<file path="config.mk">
export PLATFORM = sky130hd
export DESIGN_NAME = pipeline_stall_ctrl
export DESIGN_NICKNAME = d
export VERILOG_FILES = /design/src/rtl/cpu_pkg.sv /design/src/rtl/sat_counter.sv /design/src/rtl/pipeline_stall_ctrl.sv
export SDC_FILE = /design/constraint.sdc
export NUM_CORES = 1
export LEC_CHECK = 0
export CELL_PAD_IN_SITES_DETAIL_PLACEMENT = 1
export CELL_PAD_IN_SITES_GLOBAL_PLACEMENT = 1
export CORE_MARGIN = 4
export CORE_UTILIZATION = 35
export DETAILED_ROUTE_END_ITERATION = 12
export PLACE_DENSITY = 0.83
export REMOVE_ABC_BUFFERS = 1
export SLEW_MARGIN = 20
export SYNTH_ARGS = -nofsm -noshare
export SYNTH_HDL_FRONTEND = slang
export SYNTH_SLANG_ARGS = --single-unit
</file>
<file path="constraint.sdc">
create_clock -name clk -period 2.3 [get_ports clk]
set_clock_uncertainty 0.2 [all_clocks]
set_input_delay 0.46 -clock clk [delete_from_list [all_inputs] [get_ports clk]]
set_output_delay 0.46 -clock clk [all_outputs]
set_load 0.01 [all_outputs]
</file>
<file path="src/rtl/cpu_pkg.sv">
// Shared CPU definitions: hazard-responder state encoding, NOP opcode and the
// default control-instruction latencies also used by the hazard detector bench.
package cpu_pkg;

  typedef enum logic [1:0] {
    IDLE      = 2'd0,
    WAIT_BR   = 2'd1,
    WAIT_CALL = 2'd2,
    WAIT_RET  = 2'd3
  } stall_state_t;

  // addi x0, x0, 0
  localparam logic [31:0] NOP_INSN = 32'h0000_0013;

  localparam int DEF_BR_LAT   = 2;
  localparam int DEF_CALL_LAT = 3;
  localparam int DEF_RET_LAT  = 4;

endpackage

</file>
<file path="src/rtl/sat_counter.sv">
// Up-counter that sticks at all-ones instead of wrapping.
module sat_counter #(
  parameter int W = 16
) (
  input  logic         clk,
  input  logic         rst,
  input  logic         inc,
  output logic [W-1:0] count
);

  // NOTE: sequential state uses non-blocking assignments so every flop samples
  // pre-edge values regardless of block evaluation order.
  always_ff @(posedge clk or posedge rst) begin
    if (rst)
      count <= '0;
    else if (inc && (count != '1))
      count <= count + 1'b1;
  end

endmodule

</file>
<file path="src/rtl/pipeline_stall_ctrl.sv">
// Hazard responder beside decode: stalls/bubbles on data hazards, freezes and
// flushes fetch for call/ret/branch, and pulses the detector's release lines.
module pipeline_stall_ctrl
  import cpu_pkg::*;
#(
  parameter int BR_LAT   = DEF_BR_LAT,
  parameter int CALL_LAT = DEF_CALL_LAT,
  parameter int RET_LAT  = DEF_RET_LAT,
  parameter int CNT_W    = 3,
  parameter int STAT_W   = 16
) (
  input  logic              clk,
  input  logic              rst,
  input  logic              data_hazard,
  input  logic              control_hazard,
  input  logic              call_id,
  input  logic              ret_id,
  input  logic              branch_id,
  input  logic              branch_taken,
  output logic              pc_stall,
  output logic              ifid_stall,
  output logic              idex_bubble,
  output logic              ifid_flush,
  output logic              pc_redirect,
  output logic              clr_call_haz,
  output logic              clr_ret_haz,
  output logic              clr_branch_haz,
  output logic              protocol_err,
  output logic [STAT_W-1:0] stall_cycles
);

  stall_state_t     state;
  logic [CNT_W-1:0] cnt;
  logic             accept;
  logic             release_cyc;
  logic             clr_any;
  logic             clr_d;
  logic             accept_d;

  assign accept      = (state == IDLE) && !data_hazard && (call_id || ret_id || branch_id);
  assign release_cyc = (state != IDLE) && (cnt == '0);
  assign clr_any     = clr_call_haz || clr_ret_haz || clr_branch_haz;

  // control_hazard is legitimately high in IDLE only while the detector is
  // still catching up with a release pulse or an accept.
  always_ff @(posedge clk or posedge rst) begin
    if (rst) begin
      state          <= IDLE;
      cnt            <= '0;
      clr_call_haz   <= 1'b0;
      clr_ret_haz    <= 1'b0;
      clr_branch_haz <= 1'b0;
      clr_d          <= 1'b0;
      accept_d       <= 1'b0;
      protocol_err   <= 1'b0;
    end else begin
      clr_call_haz   <= release_cyc && (state == WAIT_CALL);
      clr_ret_haz    <= release_cyc && (state == WAIT_RET);
      clr_branch_haz <= release_cyc && (state == WAIT_BR);
      clr_d          <= clr_any;
      accept_d       <= accept;
      if ((state == IDLE) && control_hazard && !clr_any && !clr_d && !accept_d)
        protocol_err <= 1'b1;

      case (state)
        IDLE: begin
          if (accept) begin
            if (call_id) begin
              state <= WAIT_CALL;
              cnt   <= CNT_W'(CALL_LAT - 1);
            end else if (ret_id) begin
              state <= WAIT_RET;
              cnt   <= CNT_W'(RET_LAT - 1);
            end else begin
              state <= WAIT_BR;
              cnt   <= CNT_W'(BR_LAT - 1);
            end
          end
        end
        default: begin
          if (cnt == '0)
            state <= IDLE;
          else
            cnt <= cnt - 1'b1;
        end
      endcase
    end
  end

  // NOTE: every output gets a default before the case so no latch is inferred.
  always_comb begin
    pc_stall    = 1'b0;
    ifid_stall  = 1'b0;
    idex_bubble = 1'b0;
    ifid_flush  = 1'b0;
    pc_redirect = 1'b0;
    if (state == IDLE) begin
      if (data_hazard) begin
        pc_stall    = 1'b1;
        ifid_stall  = 1'b1;
        idex_bubble = 1'b1;
      end
    end else begin
      // Decode holds only flushed NOPs here, so data_hazard is irrelevant.
      ifid_flush  = 1'b1;
      pc_stall    = !release_cyc;
      pc_redirect = release_cyc && ((state != WAIT_BR) || branch_taken);
    end
  end

  sat_counter #(.W(STAT_W)) u_stall_cnt (
    .clk   (clk),
    .rst   (rst),
    .inc   (pc_stall),
    .count (stall_cycles)
  );

endmodule
</file>
After elaboration in Yosys (flattened, before gate mapping)
Cells that the tools add are included.
Operators by class
  add/subtract/negate cells: 2
  reduce and logical (&&, ||, !) cells: 28
  muxes and demuxes: 15
  equal/unequal tests: 7
Operators with widths (number)
  $add 16x1->16 const B: 1
  $ne 16x16->1 const B: 1
  $mux 2: 7
  $logic_and 1x1->1: 12
  $mux 3: 3
  $logic_not 1->1: 5
  $logic_or 1x1->1: 5
  $mux 1: 5
  $eq 2x2->1 const B: 2
  $ne 2x2->1 const B: 2
  $reduce_and 2->1: 2
  $reduce_bool 2->1: 2
  $logic_not 3->1: 1
  $sub 3x1->3 const B: 1
  $eq 2x1->1 const B: 1
  $logic_not 2->1: 1
  $ne 2x1->1 const B: 1
Word-level totals
  flip-flop bits (word level): 27
  word-level logic and storage cells: 61
  output and inout port bits: 25

Longest topological paths before layout
Gate-level depths: netlist of the first run.
  depth in word-level cells: 6
  gate-level depth with buffers: 8
  depth with buffers taken out: 8

Modules after synthesis
A second synthesis of the first run with hierarchy kept.
Unflattened totals
  cell total of the unflattened synthesis: 120
  area, all modules: 1311.3 sq um
Modules (own cells, without submodules)
  sat_counter: cells an instance 71, sequential area each 400.4 sq um, area each 805.8 sq um, times used 1
  pipeline_stall_ctrl: cells an instance 49, sequential area each 275.3 sq um, area each 505.5 sq um, times used 1

Least setup slack after synthesis of the first run
Ideal clock, no wire load.
  kind: reg2reg
  start point: register cnt[0]
  end point: register u_stall_cnt.count[1]
  buffers on the path: 0
  period minus slack after synthesis: 1.897 ns
  setup slack: 0.403 ns
  stages on the path, launching flop included: 8
  required time: 1.975 ns
  setup time: 0.125 ns
  arrival time: 1.572 ns
  path through: dfrtp_1 inv_1 ha_1 ha_1 o21ai_1 nand2_1 nor2_2 mux2_4
On the way
  longest elaborated chain between the ends: 5
RTL lines
  start: declaration: RTL line pipeline_stall_ctrl.sv:33  | logic [CNT_W-1:0] cnt;
  start signal: assignment: RTL line pipeline_stall_ctrl.sv:70  | cnt <= CNT_W'(CALL_LAT - 1);
  start signal: assignment: RTL line pipeline_stall_ctrl.sv:73  | cnt <= CNT_W'(RET_LAT - 1);
  start signal: assignment: RTL line pipeline_stall_ctrl.sv:76  | cnt <= CNT_W'(BR_LAT - 1);
  $logic_not 3->1: RTL line pipeline_stall_ctrl.sv:41  | assign release_cyc = (state != IDLE) && (cnt == '0);
  $logic_and 1x1->1: RTL line pipeline_stall_ctrl.sv:41
  $logic_not 1->1: RTL line pipeline_stall_ctrl.sv:106  | pc_stall = !release_cyc;
  $mux 1: RTL line pipeline_stall_ctrl.sv:97  | if (state == IDLE) begin
  $logic_and 1x1->1: RTL line sat_counter.sv:16  | else if (inc && (count != '1))
  end signal: assignment: RTL line sat_counter.sv:17  | count <= count + 1'b1;
  end: declaration: RTL line sat_counter.sv:8  | output logic [W-1:0] count
Every way passes these cells.
A chain may end at the register's enable or synchronous reset.

Worst setup path in the final report of the first run
  start point: register cnt[0]
  end point: output port pc_stall
On the way
  longest elaborated chain between the ends: 4
RTL lines
  $logic_not 3->1: RTL line pipeline_stall_ctrl.sv:41
  $logic_and 1x1->1: RTL line pipeline_stall_ctrl.sv:41
  $logic_not 1->1: RTL line pipeline_stall_ctrl.sv:106
  $mux 1: RTL line pipeline_stall_ctrl.sv:97
  end: declaration: RTL line pipeline_stall_ctrl.sv:20  | output logic pc_stall,
Every way passes these cells.

==> results.rst, run 1 <==
.. list-table::
   :header-rows: 1

   * - Metric
     - Value
   * - Outcome
     - finished, final reports clean
   * - Hold Path Depth
     - 1
   * - Half-perimeter wire length after placement
     - 2.57 mm
   * - Logic depth of the worst register-to-register path
     - 8
   * - Average wire per cell in the routed design
     - 14.8 µm
   * - Maximum number of pins on one net before global-route repair
     - 28
   * - Number of standard cells in the final layout excluding fillers
     - 222
   * - Number of placed instances with taps included
     - 215
   * - Number of distinct library cells after synthesis
     - 39
   * - Max-slew headroom at the worst pin
     - 0.711
   * - First-pass GRT wire length
     - 5.73 mm
   * - Drt drc
     - 0
   * - Layout area overhead
     - 36.5%
   * - Clock share of power
     - 0.141
   * - Sequential-to-total area share from yosys stat
     - 0.504
   * - Post-Route WL
     - 3.29 mm
   * - Root buf cell
     - sky130_fd_sc_hd__clkbuf_8
   * - Setup TNS
     - 0 ps
   * - Initial Utilization
     - 0.364
   * - Die H
     - 69.9 µm
   * - Die Outline Area
     - 0.00489 mm²
   * - Syn Area/Cell
     - 10.3 µm²
   * - Clock transition at the register clock pins on the worst setup and hold paths after CTS
     - 90 ps
   * - Top post-synthesis cells by area
     - sky130_fd_sc_hd__dfrtp_1 50%, sky130_fd_sc_hd__xor2_1 4.6%, sky130_fd_sc_hd__nand4_1 3.7%
   * - Commonest register cell after synthesis
     - sky130_fd_sc_hd__dfrtp_1
   * - Share of the synthesized area in the top cell type
     - 0.504
   * - Leakage power figure
     - 0.000844 µW
   * - Ys Warns
     - 0
   * - Weighted congestion reported at the end of routability-driven placement
     - 0.835
   * - Required time of the worst setup path
     - 1640 ps
   * - Final cycle utilization of the critical path
     - 0.959
   * - Power per standard cell area
     - 1080 mW/mm²
   * - Number of global-route vias before repair
     - 1182
   * - Fraction of met3 tracks used by global routing
     - 0.0201
   * - Global routing met1 resource utilization
     - 0.182
   * - Global router's overall resource usage
     - 0.144
   * - TritonCTS clock tree
     - yes
   * - Number of antenna violations at the first check in global routing
     - 0
   * - Busiest layer in global routing
     - met2
   * - Vias per Instance
     - 5.09
   * - Row count
     - 22
   * - Worst Path Max Fanout
     - 2
   * - Final setup violating endpoints
     - 0
   * - Max IR drop VDD
     - 0.553 mV
   * - Post-synthesis cell type with the largest combined area
     - sky130_fd_sc_hd__dfrtp_1
   * - Final critical path time including I/O delays and setup
     - 2210 ps
   * - Part of the total power dissipated in combinational logic
     - 0.475
   * - Number of routed nets with antenna violations
     - 0
   * - Residual overflow from global routing
     - 0
   * - Nets@finish
     - 186
   * - Total vias in the final route
     - 1131
   * - Width of the die
     - 69.9 µm
   * - Type of the worst min-delay path
     - flop to flop
   * - Internal power
     - 1230 µW
   * - DR pass1 iterations
     - 4
   * - Clock H-tree levels
     - 1
   * - Switching power share of the total
     - 0.378
   * - Share of layout cells above drive strength 1
     - 0.126
   * - Number of maximum-capacitance violations
     - 0
   * - Count of buffers inserted at the top-level ports
     - 32
   * - Post-synth ARST share
     - 1.00
   * - I/O pins
     - 33
   * - Clock net sink count
     - 27
   * - Type of destination of the critical path
     - primary output
   * - Post-synthesis instance total
     - 130
   * - Synthesized cell area
     - 0.00134 mm²
   * - Number of buffers created by CTS
     - 3
   * - FF+latch count, synth
     - 27
   * - Crit Path Category
     - flop to primary output
   * - Register share of total power
     - 0.385
   * - Number of hold violations in the final report
     - 0
   * - Number of inserted diodes
     - 0
   * - Clk buf depth
     - 2
   * - Cts hold-fix bufs
     - 0
   * - Maximum clock frequency
     - 453 MHz
   * - Grt met2 use
     - 0.254
   * - Transition at the pin with the smallest max-transition slack
     - 432 ps
   * - Net switching power
     - 746 µW
   * - Clock network latency to the later pin of the worst-skew pair
     - 280 ps
   * - Starting DRC count in detailed routing
     - 52
   * - Arrival time worst endpoint
     - 1550 ps
   * - Number of synthesized flops with an enable pin
     - 0
   * - Startpoint Class
     - flop
   * - Final slew viol count
     - 0
   * - Core ar.
     - 0.00369 mm²
cells in the mapped netlist, types with 2 or more instances:
library cell               n
sky130_fd_sc_hd__dfrtp_1  27
sky130_fd_sc_hd__inv_1    13
sky130_fd_sc_hd__nand2_1   8
sky130_fd_sc_hd__nand3_1   8
sky130_fd_sc_hd__nand4_1   8
sky130_fd_sc_hd__xor2_1    7
sky130_fd_sc_hd__nor2_1    6
sky130_fd_sc_hd__nor3_1    6
sky130_fd_sc_hd__a21oi_1   4
sky130_fd_sc_hd__o21ai_0   4
sky130_fd_sc_hd__xnor2_1   4
sky130_fd_sc_hd__and3_1    3
sky130_fd_sc_hd__ha_1      3
sky130_fd_sc_hd__nor4_1    3
sky130_fd_sc_hd__and4_1    2
critical path: stages, from the launching register on:
cell and delay, ps:
sky130_fd_sc_hd__dfrtp_1 370, sky130_fd_sc_hd__inv_1 50, sky130_fd_sc_hd__ha_1 190, sky130_fd_sc_hd__ha_2 180, sky130_fd_sc_hd__o21ai_2 70, sky130_fd_sc_hd__nand2_1 90
sky130_fd_sc_hd__inv_1 80, sky130_fd_sc_hd__clkdlybuf4s15_1 240
power by group through the flow:
stage	sequential, µW	clock, µW	combinational [µW]
floorplan	784	0	432
global placement	753	0	884
detailed placement	771	0	921
CTS	762	289	924
global route	786	301	1030
finish	760	278	937
cell families after synthesis:
logic type               share of synthesized area
buffers and inverters                       0.0448
XOR/XNOR                                    0.0718
flip-flops                                   0.504
AO/OA/AOI/OAI                               0.0737
adder cells (fa/ha/maj)                     0.0280
AND/OR/NAND/NOR                              0.267
multiplexers                                0.0112
registers in the layout, summed over array words and instances, names as in the netlist:
name and count:
cnt 3, protocol_err 1, clr_branch_haz 1, clr_ret_haz 1, clr_d 1, accept_d 1, u_stall_cnt.count 16, clr_call_haz 1
state 2
cell usage in the layout, fill, tap and decap left out, types with 2 or more instances in the layout:
cell / netlist / routed
sky130_fd_sc_hd__and3_1: 3 / 3
sky130_fd_sc_hd__nor3_1: 6 / 6
sky130_fd_sc_hd__a21oi_1: 4 / 4
sky130_fd_sc_hd__nand2_1: 8 / 8
sky130_fd_sc_hd__dlygate4sd2_1: 0 / 3
sky130_fd_sc_hd__ha_1: 3 / 2
sky130_fd_sc_hd__nand4_1: 8 / 8
sky130_fd_sc_hd__buf_4: 1 / 10
sky130_fd_sc_hd__nand3_1: 8 / 8
sky130_fd_sc_hd__nor4_1: 3 / 3
sky130_fd_sc_hd__clkdlybuf4s50_1: 0 / 26
sky130_fd_sc_hd__o21ai_0: 4 / 4
sky130_fd_sc_hd__nor2_1: 6 / 6
sky130_fd_sc_hd__xor2_1: 7 / 7
sky130_fd_sc_hd__inv_1: 13 / 13
sky130_fd_sc_hd__xnor2_1: 4 / 4
sky130_fd_sc_hd__clkbuf_8: 0 / 3
sky130_fd_sc_hd__dfrtp_1: 27 / 27
sky130_fd_sc_hd__and4_1: 2 / 2
repair_timing:
item,in CTS,in global routing
pin swaps,1,0
setup endpoints to repair,4,3
setup buffers,1,2
hold endpoints to repair,0,0
gates resized for setup,6,5
cell type report:
type	count	area, µm²
clock buffers	4	45.0
multi-input cells	88	612
repair buffers	42	389
inverters	13	48.8
well taps	48	60.1
flip-flops and latches	27	676
fillers	419	1860
routing by layer:
metal	share of wire	wire, µm	up-vias
li1	-	-	552
met1	0.45	1490	555
met2	0.50	1660	22
met3	0.034	113	2
met4	0.0088	29	0
met5	0	0	-
path summary, 6_finish.rpt:
kind | from | slack [ps] | to
max in group asynchronous | rst | 1290 | cnt[0]
max | cnt[0] | 90 | pc_stall
max reg2reg | cnt[0] | 300 | u_stall_cnt.count[13]
min reg2reg | protocol_err | 280 | protocol_err
min in group asynchronous | rst | 340 | u_stall_cnt.count[9]
min | protocol_err | 280 | protocol_err
per-stage QoR:
stage          area, µm²  hold WS (ps)  setup WS (ps)  total power (µW)  utilization
6_report            1830           283           93.6              1980        0.496
5_1_grt             1830           347          -20.1              2120        0.496
3_5_place_dp        1760           267           -264              1690        0.478
2_1_floorplan       1330           256            403              1220            -
4_1_cts             1810           287          -7.93              1980        0.492
3_3_place_gp        1760           251           -240              1640        0.478
Note: power is estimated with default switching activity, not from simulation.
==> run 2: changes to the inputs <==
--- a/config.mk
+++ b/config.mk
@@ -5,14 +5,14 @@
 export SDC_FILE = /design/constraint.sdc
 export NUM_CORES = 1
 export LEC_CHECK = 0
+export ABC_AREA = 1
 export CELL_PAD_IN_SITES_DETAIL_PLACEMENT = 1
 export CELL_PAD_IN_SITES_GLOBAL_PLACEMENT = 1
 export CORE_MARGIN = 4
 export CORE_UTILIZATION = 35
 export DETAILED_ROUTE_END_ITERATION = 12
-export PLACE_DENSITY = 0.83
+export PLACE_DENSITY = 0.85
 export REMOVE_ABC_BUFFERS = 1
-export SLEW_MARGIN = 20
 export SYNTH_ARGS = -nofsm -noshare
 export SYNTH_HDL_FRONTEND = slang
 export SYNTH_SLANG_ARGS = --single-unit
==> run 2 against run 1 <==
First-iteration DRC count is 5.8% lower; final area is 14% higher; global-route usage is 2.3 points higher; largest power group unchanged; combinational power is 23% higher.
==> results.rst, run 2 <==
.. list-table::
   :header-rows: 1

   * - Metric
     - Value
   * - Outcome
     - finished, final reports clean
   * - Number of distinct library cells after synthesis
     - 21 (-46%)
   * - Top post-synthesis cells by area
     - sky130_fd_sc_hd__dfrtp_1 41%, sky130_fd_sc_hd__nand2_1 19%, sky130_fd_sc_hd__inv_1 7.3%
   * - Global routing met1 resource utilization
     - 0.215 (+0.0325)
   * - Startpoint Class
     - flop
   * - Combinational family with the most area after synthesis
     - simple AND/OR/NAND/NOR gates
   * - Die H
     - 76.4 µm (+9.3%)
   * - Maximum clock frequency
     - 459 MHz (+1.2%)
   * - Root buf cell
     - sky130_fd_sc_hd__clkbuf_8
   * - FF+latch count, synth
     - 27 (unchanged)
   * - Setup TNS
     - 0 ps (unchanged)
   * - Residual overflow from global routing
     - 0 (unchanged)
   * - Cts hold-fix bufs
     - 0 (unchanged)
   * - Arrival time worst endpoint
     - 1520 ps (-30 ps)
   * - Total vias in the final route
     - 1599 (+41%)
   * - Clk buf depth
     - 2 (unchanged)
   * - Post-synthesis cell type with the largest combined area
     - sky130_fd_sc_hd__dfrtp_1
   * - Adder and majority cell fraction of the synthesized area
     - 0.0229 (-0.00507)
   * - Required time of the worst setup path
     - 1640 ps (about the same)
   * - Number of antenna violations at the first check in global routing
     - 0 (unchanged)
   * - Capture endpoint of the worst hold path
     - protocol_err
   * - Worst reg2reg startpoint
     - u_stall_cnt.count[1]
   * - TritonCTS clock tree
     - yes
   * - First-pass GRT wire length
     - 7.91 mm (+38%)
   * - Post-CTS setup buffers
     - 0 (-1)
   * - Max-slew headroom at the worst pin
     - 0.758 (+0.0477)
   * - Number of global-route vias before repair
     - 1659 (+40%)
   * - Transition at the pin with the smallest max-transition slack
     - 362 ps (-70.5 ps)
   * - Core ar.
     - 0.00444 mm² (+20%)
   * - Number of routed nets with antenna violations
     - 0 (unchanged)
   * - Post-CTS sizing
     - 3 (-3)
   * - RSZ-0062 raised after global routing
     - false
   * - Share of layout cells above drive strength 1
     - 0.0996 (-0.0268)
   * - Max FFs per register
     - 16 (unchanged)
   * - Busiest layer in global routing
     - met2
   * - Fraction of met3 tracks used by global routing
     - 0.0225 (+0.00231)
   * - Number of synthesized flops with an enable pin
     - 0 (unchanged)
   * - Commonest register cell after synthesis
     - sky130_fd_sc_hd__dfrtp_1
   * - Layout area overhead
     - 27.0%
   * - Commonest cells in the netlist
     - 85 x sky130_fd_sc_hd__nand2_1, 32 x sky130_fd_sc_hd__inv_1, 27 x sky130_fd_sc_hd__dfrtp_1
   * - Fraction of the mapped netlist area in compound gates
     - 0.0474 (-0.0263)
   * - Parity-gate share of the synthesized area counting xor and xnor cells
     - 0.0214 (-0.0504)
   * - Hold Path Depth
     - 1 (unchanged)
   * - Number of maximum-capacitance violations
     - 0 (unchanged)
   * - Register with the most flip-flops
     - u_stall_cnt.count
   * - Share of the synthesized area in the top cell type
     - 0.413 (-0.0912)
   * - Die Outline Area
     - 0.00584 mm² (+19%)
   * - Half-perimeter wire length after placement
     - 3.42 mm (+33%)
   * - Worst hold slack after final layout
     - 235 ps (-47.7 ps)
   * - DR pass1 iterations
     - 4 (unchanged)
   * - Nets@finish
     - 283 (+52%)
   * - Leakage power figure
     - 0.00101 µW (+20%)
   * - Crit Path Category
     - flop to primary output
   * - Clock H-tree levels
     - 1 (unchanged)
   * - Initial Utilization
     - 0.369 (+0.00489)
   * - Power per standard cell area
     - 1060 mW/mm² (-1.9%)
   * - Final slew viol count
     - 0 (unchanged)
   * - Clock transition at the register clock pins on the worst setup and hold paths after CTS
     - 90 ps (about the same)
   * - Type of the worst min-delay path
     - flop to flop
   * - Simple-Gate Fraction of Synth Area
     - 0.402 (+0.135)
   * - Grt met2 use
     - 0.285 (+0.0308)
   * - Number of buffers created by CTS
     - 3 (unchanged)
   * - Average wire per cell in the routed design
     - 13.6 µm (-7.9%)
   * - Sequential-to-total area share from yosys stat
     - 0.413 (-0.0912)
   * - Leading cell types in the layout, fill and taps excluded
     - 85 x sky130_fd_sc_hd__nand2_1, 31 x sky130_fd_sc_hd__inv_1, 28 x sky130_fd_sc_hd__clkdlybuf4s50_1
   * - Clock network latency to the later pin of the worst-skew pair
     - 280 ps (about the same)
   * - Logic depth of the worst register-to-register path
     - 7 (-1)
   * - Ys Warns
     - 0 (unchanged)
   * - Final setup violating endpoints
     - 0 (unchanged)
   * - Worst flop-to-flop path endpoint
     - u_stall_cnt.count[9]
   * - Post-synth ARST share
     - 1.00 (unchanged)
   * - Row count
     - 24 (+9.1%)
   * - Post-Route WL
     - 4.41 mm (+34%)
   * - Clock net sink count
     - 27 (unchanged)
   * - Drt drc
     - 0 (unchanged)
   * - Type of destination of the critical path
     - primary output
   * - Mux cell area share after synthesis
     - 0 (-0.0112)
   * - Most frequent cell after synthesis
     - sky130_fd_sc_hd__nand2_1
   * - Worst R2R Setup Slack
     - 400 ps (+100 ps)
   * - Largest registers in the final layout
     - u_stall_cnt.count: 16 flops, cnt: 3 flops, state: 2 flops
   * - Number of hold violations in the final report
     - 0 (unchanged)
   * - Number of inserted diodes
     - 0 (unchanged)
   * - Synthesized cell area
     - 0.00164 mm² (+22%)
   * - I/O pins
     - 33 (unchanged)
   * - Syn Area/Cell
     - 7.03 µm² (-32%)
   * - Width of the die
     - 76.4 µm (+9.3%)
   * - Vias per Instance
     - 4.95 (-2.8%)
   * - Starting DRC count in detailed routing
     - 49 (-5.8%)
   * - Post-synthesis instance total
     - 233 (+79%)
   * - Final critical path time including I/O delays and setup
     - 2180 ps (-26.1 ps)
   * - Weighted congestion reported at the end of routability-driven placement
     - 0.798 (-4.5%)
   * - Max IR drop VDD
     - 0.463 mV (-16%)
   * - Final cycle utilization of the critical path
     - 0.948 (-0.0114)
   * - Final Power
     - 2200 µW (+11%)
   * - Worst Path Max Fanout
     - 5 (+3)
   * - Filler cell count
     - 587 (+40%)
   * - Source of the worst hold timing path
     - clr_d
   * - Global router's overall resource usage
     - 0.166 (+0.0225)
   * - Maximum number of pins on one net before global-route repair
     - 28 (unchanged)
   * - Count of buffers inserted at the top-level ports
     - 32 (unchanged)
   * - Most common cell after layout, fill and taps aside
     - sky130_fd_sc_hd__nand2_1
-- run 2: cell types whose count changed in the layout (fill, tap and decap cells not counted), sizes merged, moves of 5 or more --
cell / change
buf: -5
inv: +20
nand2: +84
nand3: +7
nor2: +20
o21ai: +8
-- run 2: kinds of logic (layout without fill, tap and decap cells) --
kind of cell	Yosys count	count (layout)
and+or+nand+nor	148	148
buffers and inverters	36	74
DFF	27	27
AOI/OAI and AO/OA	15	15
xor gates and xnor gates	4	4
adders and majority gates	3	3
-- run 2: metrics by stage --
step	setup WS, ps	instance area [µm²]	util	std cells
after floorplan	596	1610	-	230
final	120	2080	0.468	323
after detailed placement	-17.0	2030	0.457	319
after global placement	10.9	2030	0.457	319
after global routing	17.2	2080	0.468	323
after CTS	1.76	2080	0.467	323
-- run 2: worst max-delay path, cell delays in order, from the launching register on --
cell                              delay [ps]
sky130_fd_sc_hd__dfrtp_1                 460
sky130_fd_sc_hd__inv_1                   120
sky130_fd_sc_hd__nand2_2                 110
sky130_fd_sc_hd__clkdlybuf4s50_1         550
-- run 2: power by group --
part           internal, µW  total [µW]  switching (µW)
logic                   479        1150             675
clock network           123         286             163
registers               613         760             147
-- run 2: layer usage --
metal  up-vias  part of all wire  routed length [µm]
li1        802                 -                   -
met1       774              0.48                2110
met2        18              0.49                2140
met3         5             0.020                  88
met4         0             0.015                  65
met5         -                 0                   0
-- run 2: how the worst max path moves through the flow --
stage,startpoint,end,slack [ps],cells after the start
finish,state[0],ifid_flush,120,3
global route,cnt[0],pc_stall,20,7
CTS,data_hazard,ifid_stall,2,4
detailed placement,data_hazard,pc_stall,-20,4
global placement,branch_taken,pc_redirect,10,4
floorplan,cnt[0],pc_stall,600,6
-- run 2: area by class of cell --
class                   instances  area, µm²  share of cell area
clock buffers                   3       41.3              0.0199
flip-flops and latches         27        676               0.325
multi-input cells             170        808               0.389
well taps                      52       65.1              0.0313
repair buffers                 37        358               0.172
inverters                      33        124              0.0596
clock inverters                 1       7.51             0.00361
